$ cat src/rtl/sr_coh_pkg.sv
// Shared constants and beta-FSM state encodings for the SR coherence detector.
package sr_coh_pkg;

    localparam int ONE_Q14     = 16384;
    localparam int MAG_SHIFT_A = 2;
    localparam int MAG_SHIFT_B = 3;

    localparam logic [15:0] HOLD_MAX = 16'hFFFF;

    typedef enum logic [1:0] {
        BETA_BUSY    = 2'd0,
        BETA_PENDING = 2'd1,
        BETA_QUIET   = 2'd2
    } beta_state_e;

endpackage

$ cat src/rtl/sr_leaky_integrator.sv
// First-order leaky averager: acc += x - acc>>>SHIFT, average = acc>>>SHIFT.
module sr_leaky_integrator #(
    parameter int WIDTH = 18,
    parameter int SHIFT = 8
) (
    input  logic                    clk,
    input  logic                    rst,
    input  logic                    i_clk_en,
    input  logic signed [WIDTH-1:0] i_x,
    output logic signed [WIDTH-1:0] o_avg
);

    localparam int ACC_W = WIDTH + SHIFT;

    logic signed [ACC_W-1:0] r_acc;
    logic signed [ACC_W-1:0] w_x_ext;
    logic signed [ACC_W-1:0] w_leak;

    assign w_x_ext = ACC_W'(i_x);
    assign w_leak  = r_acc >>> SHIFT;
    assign o_avg   = w_leak[WIDTH-1:0];

    // accumulator update, gated by the sample strobe
    always_ff @(posedge clk) begin
        if (rst) begin
            r_acc <= '0;
        end else if (i_clk_en) begin
            r_acc <= r_acc + w_x_ext - w_leak;
        end else begin
            r_acc <= r_acc;
        end
    end

endmodule

$ cat src/rtl/sr_coherence_detector.sv
// Phase-locking-value estimator between SR reference and oscillator, plus a beta-quiet FSM.
// Build option: SR_COH_BETA_HYST_EN enables the thresh_hi hysteresis for leaving QUIET.
module sr_coherence_detector
    import sr_coh_pkg::*;
#(
    parameter int WIDTH      = 18,
    parameter int FRAC       = 14,
    parameter int COH_SHIFT  = 8,
    parameter int BETA_SHIFT = 6,
    parameter int WARMUP     = 1024
) (
    input  logic                    clk,
    input  logic                    rst,
    input  logic                    clk_en,
    input  logic signed [WIDTH-1:0] ref_cos,
    input  logic signed [WIDTH-1:0] ref_sin,
    input  logic signed [WIDTH-1:0] osc_cos,
    input  logic signed [WIDTH-1:0] osc_sin,
    input  logic signed [WIDTH-1:0] beta_amp,
    input  logic signed [WIDTH-1:0] beta_thresh_lo,
    input  logic signed [WIDTH-1:0] beta_thresh_hi,
    input  logic        [15:0]      quiet_hold,
    output logic signed [WIDTH-1:0] coherence_out,
    output logic                    coherence_valid,
    output logic                    beta_quiet,
    output logic        [1:0]       beta_state
);

    localparam int PROD_W = 2 * WIDTH + 1;
    localparam int CNT_W  = $clog2(WARMUP + 2);

    localparam logic signed [PROD_W-1:0] L_POS_FULL = PROD_W'(ONE_Q14);
    localparam logic signed [PROD_W-1:0] L_NEG_FULL = -L_POS_FULL;
    localparam logic signed [WIDTH-1:0]  L_POS      = WIDTH'(ONE_Q14);
    localparam logic signed [WIDTH-1:0]  L_NEG      = -L_POS;
    localparam logic        [WIDTH:0]    L_ONE_MAG  = (WIDTH + 1)'(ONE_Q14);
    localparam logic        [CNT_W-1:0]  L_WARMUP   = CNT_W'(WARMUP);

    function automatic logic signed [WIDTH-1:0] sat_q14(input logic signed [PROD_W-1:0] v);
        if (v > L_POS_FULL) begin
            return L_POS;
        end else if (v < L_NEG_FULL) begin
            return L_NEG;
        end else begin
            return v[WIDTH-1:0];
        end
    endfunction

    // Stage 1: complex product ref * conj(osc)
    logic signed [PROD_W-1:0] w_re_full;
    logic signed [PROD_W-1:0] w_im_full;
    logic signed [PROD_W-1:0] w_re_shift;
    logic signed [PROD_W-1:0] w_im_shift;
    logic signed [WIDTH-1:0]  r_re;
    logic signed [WIDTH-1:0]  r_im;

    assign w_re_full  = PROD_W'(ref_cos) * PROD_W'(osc_cos) + PROD_W'(ref_sin) * PROD_W'(osc_sin);
    assign w_im_full  = PROD_W'(ref_sin) * PROD_W'(osc_cos) - PROD_W'(ref_cos) * PROD_W'(osc_sin);
    assign w_re_shift = w_re_full >>> FRAC;
    assign w_im_shift = w_im_full >>> FRAC;

    // stage-1 product registers
    always_ff @(posedge clk) begin
        if (rst) begin
            r_re <= '0;
            r_im <= '0;
        end else if (clk_en) begin
            r_re <= sat_q14(w_re_shift);
            r_im <= sat_q14(w_im_shift);
        end else begin
            r_re <= r_re;
            r_im <= r_im;
        end
    end

    // Stage 2: leaky averages of the product and of the beta envelope
    logic signed [WIDTH-1:0] w_re_avg;
    logic signed [WIDTH-1:0] w_im_avg;
    logic signed [WIDTH-1:0] w_beta_clamp;
    logic signed [WIDTH-1:0] w_beta_avg;

    sr_leaky_integrator #(.WIDTH(WIDTH), .SHIFT(COH_SHIFT)) u_int_re (
        .clk      (clk),
        .rst      (rst),
        .i_clk_en (clk_en),
        .i_x      (r_re),
        .o_avg    (w_re_avg)
    );

    sr_leaky_integrator #(.WIDTH(WIDTH), .SHIFT(COH_SHIFT)) u_int_im (
        .clk      (clk),
        .rst      (rst),
        .i_clk_en (clk_en),
        .i_x      (r_im),
        .o_avg    (w_im_avg)
    );

    sr_leaky_integrator #(.WIDTH(WIDTH), .SHIFT(BETA_SHIFT)) u_int_beta (
        .clk      (clk),
        .rst      (rst),
        .i_clk_en (clk_en),
        .i_x      (w_beta_clamp),
        .o_avg    (w_beta_avg)
    );

    // negative amplitudes carry no beta power
    always_comb begin
        if (beta_amp[WIDTH-1]) begin
            w_beta_clamp = '0;
        end else begin
            w_beta_clamp = beta_amp;
        end
    end

    // Stage 3: alpha-max-beta-min magnitude with (1/4 + 1/8) minor weight
    logic [WIDTH-1:0]        w_abs_re;
    logic [WIDTH-1:0]        w_abs_im;
    logic [WIDTH-1:0]        w_max;
    logic [WIDTH-1:0]        w_min;
    logic [WIDTH:0]          w_mag_sum;
    logic signed [WIDTH-1:0] w_mag_sat;

    always_comb begin
        w_abs_re = '0;
        w_abs_im = '0;
        w_max    = '0;
        w_min    = '0;
        if (w_re_avg[WIDTH-1]) begin
            w_abs_re = -w_re_avg;
        end else begin
            w_abs_re = w_re_avg;
        end
        if (w_im_avg[WIDTH-1]) begin
            w_abs_im = -w_im_avg;
        end else begin
            w_abs_im = w_im_avg;
        end
        if (w_abs_re >= w_abs_im) begin
            w_max = w_abs_re;
            w_min = w_abs_im;
        end else begin
            w_max = w_abs_im;
            w_min = w_abs_re;
        end
        w_mag_sum = {1'b0, w_max} + ({1'b0, w_min} >> MAG_SHIFT_A) + ({1'b0, w_min} >> MAG_SHIFT_B);
        if (w_mag_sum > L_ONE_MAG) begin
            w_mag_sat = L_POS;
        end else begin
            w_mag_sat = w_mag_sum[WIDTH-1:0];
        end
    end

    logic [CNT_W-1:0]        r_warm_cnt;
    logic [CNT_W-1:0]        w_warm_next;
    logic signed [WIDTH-1:0] r_coh;
    logic                    r_valid;

    // warmup count saturates at WARMUP
    always_comb begin
        if (r_warm_cnt >= L_WARMUP) begin
            w_warm_next = L_WARMUP;
        end else begin
            w_warm_next = r_warm_cnt + CNT_W'(1);
        end
    end

    // output stage: magnitude is masked to zero until warmup completes
    always_ff @(posedge clk) begin
        if (rst) begin
            r_warm_cnt <= '0;
            r_valid    <= 1'b0;
            r_coh      <= '0;
        end else if (clk_en) begin
            r_warm_cnt <= w_warm_next;
            r_valid    <= (w_warm_next == L_WARMUP);
            if (w_warm_next == L_WARMUP) begin
                r_coh <= w_mag_sat;
            end else begin
                r_coh <= '0;
            end
        end else begin
            r_warm_cnt <= r_warm_cnt;
            r_valid    <= r_valid;
            r_coh      <= r_coh;
        end
    end

    assign coherence_out   = r_coh;
    assign coherence_valid = r_valid;

    // Beta-quiet FSM
    logic                    w_below_lo;
    logic                    w_quiet_exit;
    logic signed [WIDTH-1:0] w_exit_thr;
    logic [15:0]             w_hold_inc;
    logic                    w_unused_thresh_hi;
    beta_state_e             r_state;
    logic [15:0]             r_hold;
    logic                    r_quiet;

    always_comb begin
        w_below_lo = (w_beta_avg < beta_thresh_lo);
`ifdef SR_COH_BETA_HYST_EN
        w_unused_thresh_hi = 1'b0;
        if (beta_thresh_hi > beta_thresh_lo) begin
            w_exit_thr = beta_thresh_hi;
        end else begin
            w_exit_thr = beta_thresh_lo;
        end
        w_quiet_exit = (w_beta_avg > w_exit_thr);
`else
        w_unused_thresh_hi = ^beta_thresh_hi;
        w_exit_thr         = beta_thresh_lo;
        w_quiet_exit       = (w_beta_avg >= w_exit_thr);
`endif
        if (r_hold == HOLD_MAX) begin
            w_hold_inc = r_hold;
        end else begin
            w_hold_inc = r_hold + 16'd1;
        end
    end

    // state, hold counter and quiet flag advance together on each sample
    always_ff @(posedge clk) begin
        if (rst) begin
            r_state <= BETA_BUSY;
            r_hold  <= 16'd0;
            r_quiet <= 1'b0;
        end else if (clk_en) begin
            case (r_state)
                BETA_BUSY: begin
                    r_quiet <= 1'b0;
                    if (w_below_lo) begin
                        r_state <= BETA_PENDING;
                        r_hold  <= 16'd0;
                    end else begin
                        r_state <= BETA_BUSY;
                    end
                end
                BETA_PENDING: begin
                    if (!w_below_lo) begin
                        r_state <= BETA_BUSY;
                        r_quiet <= 1'b0;
                    end else begin
                        r_hold <= w_hold_inc;
                        if (r_hold >= quiet_hold) begin
                            r_state <= BETA_QUIET;
                            r_quiet <= 1'b1;
                        end else begin
                            r_state <= BETA_PENDING;
                            r_quiet <= 1'b0;
                        end
                    end
                end
                BETA_QUIET: begin
                    if (w_quiet_exit) begin
                        r_state <= BETA_BUSY;
                        r_quiet <= 1'b0;
                    end else begin
                        r_state <= BETA_QUIET;
                        r_quiet <= 1'b1;
                    end
                end
                default: begin
                    r_state <= BETA_BUSY;
                    r_hold  <= 16'd0;
                    r_quiet <= 1'b0;
                end
            endcase
        end else begin
            r_state <= r_state;
            r_hold  <= r_hold;
            r_quiet <= r_quiet;
        end
    end

    assign beta_quiet = r_quiet;
    assign beta_state = r_state;

endmodule

$ cat config.mk
export PLATFORM = sky130hd
export DESIGN_NAME = sr_coherence_detector
export DESIGN_NICKNAME = d
export VERILOG_FILES = /design/src/rtl/sr_coh_pkg.sv /design/src/rtl/sr_leaky_integrator.sv /design/src/rtl/sr_coherence_detector.sv
export SDC_FILE = /design/constraint.sdc
export NUM_CORES = 2
export LEC_CHECK = 0
export BUFFER_PORTS_ARGS = -buffer_cell sky130_fd_sc_hd__buf_2
export CORE_AREA = 2 2 432 434
export CTS_BUF_LIST = sky130_fd_sc_hd__clkbuf_8
export DETAILED_ROUTE_END_ITERATION = 8
export DIE_AREA = 0 0 434 436
export HOLD_SLACK_MARGIN = 0.06
export PLACE_DENSITY = 0.49
export SYNTH_ARGS = -nofsm -noshare
export SYNTH_HDL_FRONTEND = slang
export SYNTH_SLANG_ARGS = --single-unit
$ cat constraint.sdc
create_clock -name clk -period 8.6 [get_ports clk]
set_input_delay 0.86 -clock clk [delete_from_list [all_inputs] [get_ports clk]]
set_output_delay 0.86 -clock clk [all_outputs]
set_load 0.03 [all_outputs]
-- Word-level counts from Yosys, hierarchy flattened
Cells that the tools add are included.
- register bits: 161
- output and inout bits: 22
- bits of input ports: 145
- word-level logic and storage cells: 74
- bitwise operators: 1
- eq/ne operators: 7
- mux-type cells: 25
- magnitude comparators: 10
- reductions and logical operators: 2
- add/sub/neg operators: 14
- multipliers: 4
- operators with widths (operator ; count):
    $mux 18 ; 10
    $mul 18x18->36 ; 4
    $add 26x18->26 ; 2
    $sub 26x18->26 ; 2
    $mux 16 ; 3
    $pmux 16 s3 ; 1
    $gt 23x16->1 const B ; 2
    $lt 23x15->1 const B ; 2
    $add 36x36->37 ; 1
    $sub 36x36->37 ; 1
    $ge 18x18->1 ; 2
    $neg 18->18 ; 2
    $add 24x18->24 ; 1
    $sub 24x18->24 ; 1
    $add 18x16->19 ; 1
    $add 19x15->19 ; 1
    $gt 19x15->1 const B ; 1
    $lt 18x18->1 ; 1
    $mux 17 ; 1
    $add 16x1->16 const B ; 1
    $eq 16x16->1 const B ; 1
    $ge 16x16->1 ; 1
    $add 11x1->11 const B ; 1
    $eq 11x11->1 const B ; 1
    other kinds (12) ; 19

-- Logic depth before layout (Yosys ltp)
- word-level depth: 9
- gate-level depth with buffers: 35

-- By module
A second synthesis with hierarchy kept.
- cells, all modules: 7537
- area total of the unflattened synthesis: 66610.1 µm²
- modules (own cells, without submodules) (module ; cells an instance ; area an instance (µm²) ; times used ; sequential area each (µm²)):
    sr_coherence_detector ; 6334 ; 57143.6 ; 1 ; 1701.6
    sr_leaky_integrator (u_int_im ...) ; 417 ; 3270.6 ; 2 ; 520.5
    sr_leaky_integrator (u_int_beta) ; 369 ; 2925.3 ; 1 ; 480.5

-- Least setup slack after synthesis
No wires, ideal clock.
- path type: input -> register
- from: in osc_cos[1]
- to: reg r_im[10]
- setup time: 61 ps
- cell stages on the path: 29
- arrival: 9171 ps
- path buffers: 3
- data required time: 8539 ps
- slack: -632 ps
- path through: clkbuf_1 > clkbuf_1 > nand2_1 > inv_1 > fa_1 > fa_1 > fa_1 > inv_1 > fa_1 > fa_1 > fa_1 > inv_1 > fa_1 > inv_1 > fa_1 > inv_1 > ha_1 > and2_1 > a22o_1 > or4_4 > or3_1 > a21o_1 > o31ai_2 > xor2_1 > or4_1 > nor4b_2 > a31o_2 > buf_6 > a32o_1
- cells in the longest elaborated chain, start to end: 5
- elaborated cells on any way between the ends: 6
- those cells by class: add/sub: 1; mul: 1; order compare: 2; mux: 2
- ends and longest elaborated chain (what ; line ; RTL):
    start: declaration ; sr_coherence_detector.sv:17 ; input logic signed [WIDTH-1:0] osc_cos,
    $mul 18x18->36 * ; sr_coherence_detector.sv:58 ; assign w_im_full = PROD_W'(ref_sin) * PROD_W'(osc_cos) - PROD_W'(ref_cos) * PROD_W'(osc_sin);
    $sub 36x36->37 * ; sr_coherence_detector.sv:58 ;
    $lt 23x15->1 ; sr_coherence_detector.sv:42 ; end else if (v < L_NEG_FULL) begin
    $mux 18 ; sr_coherence_detector.sv:42 ;
    $mux 18 * ; sr_coherence_detector.sv:40 ; if (v > L_POS_FULL) begin
    end signal: assignment ; sr_coherence_detector.sv:69 ; r_im <= sat_q14(w_im_shift);
    end signal: assignment ; sr_coherence_detector.sv:72 ; r_im <= r_im;
    end: declaration ; sr_coherence_detector.sv:55 ; logic signed [WIDTH-1:0] r_im;
Every way passes the cells marked *; elsewhere a longest branch is shown, timed or not.
A chain may end at the register's enable or synchronous reset.

-- Final worst setup path
- from: in ref_cos[17]
- to: reg r_im[13]
- cells in the longest elaborated chain, start to end: 5
- elaborated cells on any way between the ends: 6
- those cells by class: add/sub: 1; mul: 1; order compare: 2; mux: 2
- ends and longest elaborated chain (what ; line ; RTL):
    start: declaration ; sr_coherence_detector.sv:15 ; input logic signed [WIDTH-1:0] ref_cos,
    $mul 18x18->36 * ; sr_coherence_detector.sv:58 ;
    $sub 36x36->37 * ; sr_coherence_detector.sv:58 ;
    $lt 23x15->1 ; sr_coherence_detector.sv:42 ;
    $mux 18 ; sr_coherence_detector.sv:42 ;
    $mux 18 * ; sr_coherence_detector.sv:40 ;
Marked as above.

==> run metrics <==
status complete, but fails checks; failing checks negative setup slack; relative slew slack 0.160; Initial Util 0.347; PortBufs 148; Avg Vias per Cell 4.71; filler cell count 18800; first-pass GRT wire length 307000 um; Chip Width 434 um; final hold vios 0; Layout area overhead 17.1%; clk sink count 161; ys flop type dfxtp_1; total routed wirelength 195000 um; H-tree levels 4; unrepaired setup endpoints after global routing true; Tot GR Track Use 0.213; Overflow after GRT 0; syn_nets 9314; post-synth top area cell fa_1; gpl congestion 0.880; Seq/Total Area, Yosys 0.0502; Hold/Removal Path Class reg -> reg; share of the synthesized area in the top cell type 0.484; placed cells 10100; syn avg cell area 8.98 um^2; Placement Rows 158; Worst-Margin Slew 1.26 ns; initial antenna violation count 10; TritonCTS Buffers 17; fin. max-slew vios 0; min Tclk post-route 8.63 ns; Post-synth EDFFs 0; Final setup viols 12; Worst EP required 9.04 ns; vias in the first global route 52200; cts hold-fix bufs 0; clk_skew 0.0219 ns; library cells used by synthesis 92; Core Region 185000 um^2; worst skew pair latency 0.51 ns; Setup CP Type in -> reg; Setup WS pre-CTS -1.58 ns; Hold Slack 0.451 ns; non-filler cells, final 10200; post-DP HPWL 170000 um; die area 189000 um^2; max-cap violations 0; DR vias 48100; Worst R2R Start u_int_re.r_acc[8]; Worst Path Arrival 9.07 ns; Clock Tree Buf Depth 2; share of cells above drive strength 1 0.141; main area contributors after synthesis fa_1, inv_1, ha_1; Residual DRC 0; final layout net count 9885; largest net degree at the start of global routing 74; fmax 116 MHz; warnings from Yosys 0; Reg2Reg Setup Slack 0.69 ns; Critical Path End Type flip-flop; register bit total from synthesis 161; CP startpoint ref_cos[17]; Clk pin slew, worst setup/hold paths 0.10 ns; Pre-Repair DR Iteration Count 5; ys async rst share 0; I/O pins 167; Final period util 1.00; crit path max fanout 8; hold wc startpoint coherence_valid; Die Height 436 um; Mapped Cells 7140; wire per inst 19.1 um; Routed Antenna Nets 0; CTS tree built; final worst slack -0.0335 ns; Final TNS setup -0.162 ns; critical path launch point type input port; number of DRC markers in iteration 0 2707; clk root buf clkbuf_8; Synth Cell Area 64200 um^2
==> worst max-delay path: stages <==
cell,delay (ns)
buf_8,0.12
buf_12,0.14
buf_12,0.15
and2_1,0.18
fa_2,0.65
fa_2,0.56
buf_4,0.18
fa_1,0.47
fa_1,0.51
fa_1,0.57
fa_2,0.48
fa_1,0.50
inv_1,0.05
fa_1,0.44
ha_1,0.31
and2_1,0.14
a22o_1,0.22
or4_4,0.44
or3_1,0.36
a21o_1,0.19
o31ai_2,0.07
xor2_1,0.12
or4_4,0.44
nor4b_4,0.26
buf_4,0.19
a31o_4,0.15
clkbuf_16,0.15
a32o_1,0.15
==> layout by cell type, fill, tap and decap left out, drive strengths merged, types with 33 or more instances in the layout <==
cell	count
nor2	224
xor2	63
fa	1551
o21ai	128
nor3	51
nand3	47
a211oi	33
nand2b	63
and2	574
mux2i	34
inv	1876
a21o	59
xnor2	125
a21oi	125
clkbuf	34
nand2	811
o21a	36
ha	478
buf	862
dfxtp	161
==> logic make-up after synthesis <==
group           share of synthesized area
mux                               0.00776
buf+inv                             0.129
compound gates                     0.0615
fa+ha+maj                           0.577
xor+xnor                           0.0257
flops                              0.0502
simple gates                        0.149
==> through the flow <==
step	utilization	area [um^2]
final	0.407	75100
after CTS	0.401	74000
after detailed placement	0.397	73300
after global placement	0.397	73300
after floorplan	-	64300
after global routing	0.407	75100
==> state kept, by name (all words and copies together), names as in the netlist <==
| register | cells |
|---|---|
| r_re | 18 |
| u_int_re.r_acc | 26 |
| r_im | 18 |
| coherence_valid | 1 |
| beta_state | 2 |
| u_int_im.r_acc | 26 |
| coherence_out | 18 |
| r_warm_cnt | 11 |
| r_hold | 16 |
| u_int_beta.r_acc | 24 |
| beta_quiet | 1 |
==> cell usage after synthesis (36+ instances only) <==
master	count
xnor2_1	125
a21oi_1	122
a21o_1	58
ha_1	478
xor2_1	63
fa_1	1551
o21ai_0	122
nand3_1	47
inv_1	1871
clkbuf_1	316
nand2b_1	63
dfxtp_1	161
o21a_1	36
nand2_1	811
nor2_1	222
and2_1	574
nor3_1	50
==> timing repair <==
item,in CTS,in global routing
gates resized for setup,66,174
buffers inserted,10,33
endpoints found under the hold margin,0,0
endpoints found under the setup margin,33,43
pin swaps,19,123
gates cloned,0,8
==> worst paths after layout <==
path	endpoint	cells past startpoint
worst max-delay path	r_im[13]	28
worst min-delay path	coherence_valid	2
worst max register to register	coherence_out[4]	34
worst min register to register	coherence_valid	2
==> per-layer routing <==
layer  global-route usage  routed length [um]  vias up
li1                     -                   -    22200
met3               0.0158                7220      133
met1                0.298               88900    24900
met4               0.0381                4570        0
met2                0.363               94400      879
met5                    0                   0        -
==> final cells by class <==
type,instances,area (um^2),share of cell area
antenna,7,17.5,0.000233
clock buffer,18,248,0.00330
clock inverter,13,149,0.00198
inverter,1872,7030,0.0936
multi-input combinational,4781,53300,0.710
sequential,161,3220,0.0429
tap,2480,3100,0.0413
timing repair buffer,878,8020,0.107
Power is left out: the tool's default activity adds up to more than one toggle a clock period on the data nets, which glitch-free logic cannot reach.
